--- src/rtl/branch_bht_unit.sv ---
// Branch resolve unit with a 2-bit saturating-counter BHT.
// Define BR_GSHARE_EN for gshare indexing (GHR XOR PC); bimodal otherwise.
module branch_bht_unit #(
  parameter int XLEN      = 32,
  parameter int BHT_DEPTH = 64,
  parameter int IDX_W     = $clog2(BHT_DEPTH)
) (
  input  logic            clk,
  input  logic            rstn,
  input  logic [XLEN-1:0] if_pc,
  output logic            if_pred_taken,
  input  logic            ex_valid,
  input  logic            ex_stall,
  input  logic [XLEN-1:0] ex_pc,
  input  logic [3:0]      ex_br_type,
  input  logic [XLEN-1:0] ex_src0,
  input  logic [XLEN-1:0] ex_src1,
  input  logic            ex_pred_taken,
  output logic [1:0]      npc_sel,
  output logic            mispredict
);

  localparam logic [3:0] BR_BEQ  = 4'b0001;
  localparam logic [3:0] BR_BNE  = 4'b0010;
  localparam logic [3:0] BR_BLT  = 4'b0011;
  localparam logic [3:0] BR_BGE  = 4'b0100;
  localparam logic [3:0] BR_BLTU = 4'b0101;
  localparam logic [3:0] BR_BGEU = 4'b0110;
  localparam logic [3:0] BR_JAL  = 4'b1001;
  localparam logic [3:0] BR_JALR = 4'b1000;

  localparam logic [1:0] NPC_NONE = 2'b00;
  localparam logic [1:0] NPC_BR   = 2'b01;
  localparam logic [1:0] NPC_JALR = 2'b10;
  localparam logic [1:0] NPC_FALL = 2'b11;

  logic [1:0]       bht_q [BHT_DEPTH];
  logic [1:0]       bht_d [BHT_DEPTH];
  logic [IDX_W-1:0] if_idx;
  logic [IDX_W-1:0] ex_idx;
  logic             is_cond;
  logic             is_jal;
  logic             is_jalr;
  logic             taken;
  logic             train;
  logic             eq;
  logic             lt_s;
  logic             lt_u;

`ifdef BR_GSHARE_EN
  logic [IDX_W-1:0] ghr_q;
  logic [IDX_W-1:0] ghr_d;

  assign if_idx = if_pc[IDX_W+1:2] ^ ghr_q;
  assign ex_idx = ex_pc[IDX_W+1:2] ^ ghr_q;

  always_comb begin
    ghr_d = ghr_q;
    if (train) ghr_d = {ghr_q[IDX_W-2:0], taken};
  end

  always_ff @(posedge clk or negedge rstn) begin
    if (!rstn) ghr_q <= '0;
    else       ghr_q <= ghr_d;
  end
`else
  assign if_idx = if_pc[IDX_W+1:2];
  assign ex_idx = ex_pc[IDX_W+1:2];
`endif

  assign eq   = (ex_src0 == ex_src1);
  assign lt_s = ($signed(ex_src0) < $signed(ex_src1));
  assign lt_u = (ex_src0 < ex_src1);

  always_comb begin
    is_cond = 1'b0;
    is_jal  = 1'b0;
    is_jalr = 1'b0;
    taken   = 1'b0;
    case (ex_br_type)
      BR_BEQ:  begin is_cond = 1'b1; taken = eq;    end
      BR_BNE:  begin is_cond = 1'b1; taken = !eq;   end
      BR_BLT:  begin is_cond = 1'b1; taken = lt_s;  end
      BR_BGE:  begin is_cond = 1'b1; taken = !lt_s; end
      BR_BLTU: begin is_cond = 1'b1; taken = lt_u;  end
      BR_BGEU: begin is_cond = 1'b1; taken = !lt_u; end
      BR_JAL:  is_jal  = 1'b1;
      BR_JALR: is_jalr = 1'b1;
      default: ;
    endcase
  end

  always_comb begin
    npc_sel = NPC_NONE;
    if (ex_valid) begin
      if (is_jal) npc_sel = NPC_BR;
      else if (is_jalr) npc_sel = NPC_JALR;
      else if (is_cond && taken && !ex_pred_taken) npc_sel = NPC_BR;
      else if (is_cond && !taken && ex_pred_taken) npc_sel = NPC_FALL;
    end
  end

  assign mispredict = (npc_sel != NPC_NONE);

  // Stalled EX still redirects combinationally but only trains once released.
  assign train = ex_valid && !ex_stall && is_cond;

  assign if_pred_taken = bht_q[if_idx][1];

  always_comb begin
    for (int i = 0; i < BHT_DEPTH; i++) bht_d[i] = bht_q[i];
    if (train) begin
      if (taken && bht_q[ex_idx] != 2'b11)
        bht_d[ex_idx] = bht_q[ex_idx] + 2'd1;
      else if (!taken && bht_q[ex_idx] != 2'b00)
        bht_d[ex_idx] = bht_q[ex_idx] - 2'd1;
    end
  end

  always_ff @(posedge clk or negedge rstn) begin
    if (!rstn) begin
      for (int i = 0; i < BHT_DEPTH; i++) bht_q[i] <= 2'b01;
    end else begin
      for (int i = 0; i < BHT_DEPTH; i++) bht_q[i] <= bht_d[i];
    end
  end

  logic unused_pc_bits;
  assign unused_pc_bits = ^{if_pc[XLEN-1:IDX_W+2], if_pc[1:0],
                            ex_pc[XLEN-1:IDX_W+2], ex_pc[1:0]};

endmodule
--- config.mk ---
export PLATFORM = sky130hd
export DESIGN_NAME = branch_bht_unit
export DESIGN_NICKNAME = d
export VERILOG_FILES = /design/src/rtl/branch_bht_unit.sv
export SDC_FILE = /design/constraint.sdc
export NUM_CORES = 1
export LEC_CHECK = 0
export ABC_CLOCK_PERIOD_IN_PS = 4300
export CORE_MARGIN = 2
export CORE_UTILIZATION = 30
export DETAILED_ROUTE_END_ITERATION = 8
export MAX_ROUTING_LAYER = met4
export SYNTH_ARGS = -nofsm -noshare
export SYNTH_HDL_FRONTEND = slang
export SYNTH_SLANG_ARGS = --single-unit
--- constraint.sdc ---
create_clock -name clk -period 4.3 [get_ports clk]
set_input_delay 0.645 -clock clk [delete_from_list [all_inputs] [get_ports clk]]
set_output_delay 0.645 -clock clk [all_outputs]
set_load 0.01 [all_outputs]
==> results.json <==
{
  "syn_area_sq_um": 9346,
  "internal-power_uw": 2620,
  "io_pins": 141,
  "rsz0062_at_grt": "no",
  "routedWlPerCell_um": 19.63,
  "comb_power_share": 0.210,
  "initial_core_util": 0.3047,
  "syn2layout_area_growth_pct": 27.68,
  "antenna_cells": 0,
  "worst-path-max-fanout": 31,
  "synth_enable_flop_cells": 0,
  "synth.yosys.warnings": 0,
  "setup_viol": 0,
  "fin_util": 0.3891,
  "grt_pass1_wl_mm": 43.04,
  "post-route-min-period_ps": 4200,
  "relSlewSlack": 0.4253,
  "crit_chain": "clkdlybuf4s50_1 > buf_4 > nand3b_1 > buf_4 > o22ai_1 > nor3_1 > buf_4 > o22ai_1 > or4_2 > ha_2 > buf_12 > nor4_1 > mux2_2 > mux2_1",
  "power_switching_uw": 1006,
  "numCtsBuffers": 17,
  "synth_ff_type": "dfstp_2",
  "final_max_slew_viol_count": 0,
  "crit_type": "in -> reg",
  "tns_ps": 0,
  "r2r_cells": 11,
  "cts_tree": "built",
  "routabilityCongestion": 0.8618,
  "routed_via_density": 5.569,
  "htree_levels": 4,
  "die_area_sq_um": 32580,
  "synth.distinct_cells": 59,
  "clk_latency_ps": 430,
  "dpl_worst_slack_ps": -403.3,
  "ys_seq_area_frac": 0.3513,
  "drive_above_1_share": 0.4041,
  "post-route-drc-count": 0,
  "hold_viol_final": 0,
  "fin_crit_sh": 0.9768,
  "ys_top_cells_by_count": "137 x nor4_1, 82 x mux2_4, 65 x mux2_2",
  "arrival_ps": 4510,
  "cap_viol_max_count": 0,
  "clkSlewWorstSetupHoldPaths_ps": 60,
  "critPathRequiredTime_ps": 4610,
  "worst_pin_slew_ps": 855.4,
  "antenna_found_initial": 0,
  "clock.fmax_mhz": 238.1,
  "crit_path_frequent_cell": "buf_4",
  "hold_path_class": "in -> async",
  "crit_start": "ex_pc[2]",
  "hold_buffers": 0,
  "synthTopCellsByArea": "dfstp_2 18%, dfrtp_1 17%, mux2_4 13%",
  "vdd_drop_max_mv": 0.2479,
  "rr_endpoint": "bht_q[113]",
  "grt_pass1_vias": 7745,
  "vias": 7580,
  "final_cells": 1361,
  "critPathTopFamily": "simple AND/OR/NAND/NOR gates",
  "wl_mm": 26.72,
  "crit_slowest_cell": "or4_2",
  "port_buffers": 88,
  "grt_remaining_overflow": 0,
  "firstDrtPassIters": 5,
  "dp_hpwl_mm": 18.17,
  "clockBufferDepth": 2,
  "seq_power_share": 0.363,
  "fp.coreArea_sq_um": 30670,
  "syn_nets": 1005,
  "nets": 1123,
  "grt.total_usage": 0.1716,
  "route.antenna.remaining_nets": 0,
  "endpoint_kind": "flop",
  "avgSynthCellArea_sq_um": 11.21,
  "crit_path_start_kind": "input pin",
  "p_leak_uw": 0.005048,
  "ys_ff_latch": 128,
  "fin_skew_ps": 9.034,
  "dieHeight_um": 180.5,
  "cts_sinks": 128,
  "cp_slowest_stage_delay_ps": 760,
  "synth_cells": 834,
  "drtIter0Drc": 565,
  "synth_top_area_share": 0.1799,
  "hold_ws_ps": 303.2,
  "synth.most_common_cell": "nor4_1",
  "synth_top_area_cell": "dfstp_2",
  "outcome": "finished, final reports clean",
  "power.share.switching": 0.2774,
  "p_per_area_nw_per_um2": 303.8,
  "synthArstFlopShare": 1.000,
  "crit_buf_inv": 5,
  "grt_max_degree": 129,
  "r2r_setup_slack_ps": 780,
  "row_count": 64,
  "clkPwrFrac": 0.426,
  "root_buffer": "clkbuf_16",
  "die_width_um": 180.5,
  "dp.cells": 1323,
  "worst_slack_ps": 99.92
}
[metrics by stage]
step	power (uW)	area, sq um
finish	3625	11930
global route	3767	11930
CTS	3644	11890
detailed placement	2088	11230
global placement	2077	11230
floorplan	1722	9346
[cells by family (layout without fill, tap and decap cells)]
kind of cell	after synthesis	in the layout	share of synthesized area
AO/OA/AOI/OAI	111	111	0.08273
XOR/XNOR	1	1	0.001741
adder cells (fa/ha/maj)	34	34	0.04552
buffers and inverters	133	264	0.06252
flip-flops	128	128	0.3513
multiplexers	215	215	0.3159
AND/OR/NAND/NOR	212	212	0.1403
[timing repair]
action                     CTS  global route
setup buffers                3             3
resized for setup            5            10
pin swaps                    4             2
setup endpoints to repair    4           130
[power groups by stage]
stage | Clock [uW] | Combinational, uW | Sequential, uW
after floorplan | 0 | 406 | 1320
after global placement | 0 | 744 | 1330
after detailed placement | 0 | 754 | 1330
after CTS | 1570 | 758 | 1320
after global routing | 1630 | 817 | 1320
final | 1550 | 763 | 1320
[per-layer routing]
metal / vias up / share of wire / track usage
li1: 3494 / - / -
met1: 3845 / 0.45 / 0.2194
met2: 196 / 0.49 / 0.2777
met3: 45 / 0.037 / 0.02890
met4: 0 / 0.020 / 0.05355
met5: - / 0 / -
[placed cells by master (no fill, tap or decap), drive strengths merged, types with 5 or more instances in the layout]
| cell type | instances |
|---|---|
| nand2 | 17 |
| a21oi | 17 |
| a22oi | 26 |
| dfrtp | 64 |
| buf | 106 |
| mux2 | 184 |
| ha | 34 |
| nor3 | 6 |
| clkbuf | 22 |
| mux2i | 10 |
| clkdlybuf4s50 | 83 |
| o21ai | 8 |
| o22ai | 35 |
| nor2 | 7 |
| dfstp | 64 |
| nand3 | 8 |
| nand4 | 7 |
| mux4 | 21 |
| nand3b | 5 |
| nor4 | 138 |
| inv | 39 |
[worst max-delay path by stage]
stage | endpoint | slack [ps] | cells past startpoint
detailed placement | bht_q[49] | -400 | 13
CTS | bht_q[113] | 50 | 13
global placement | bht_q[41] | -390 | 14
global route | bht_q[67] | 40 | 15
floorplan | bht_q[117] | 410 | 16
finish | bht_q[113] | 100 | 14
[final cells by class]
cell class                 instances  area (sq um)
fill                            2927         18740
clock inverter                    11         162.7
sequential                       128          3283
multi-input combinational        573          5533
timing repair buffer             193          1853
clock buffer                      21         460.4
tap                              396         495.5
inverter                          39         146.4
Note: power is estimated with default switching activity, not from simulation.
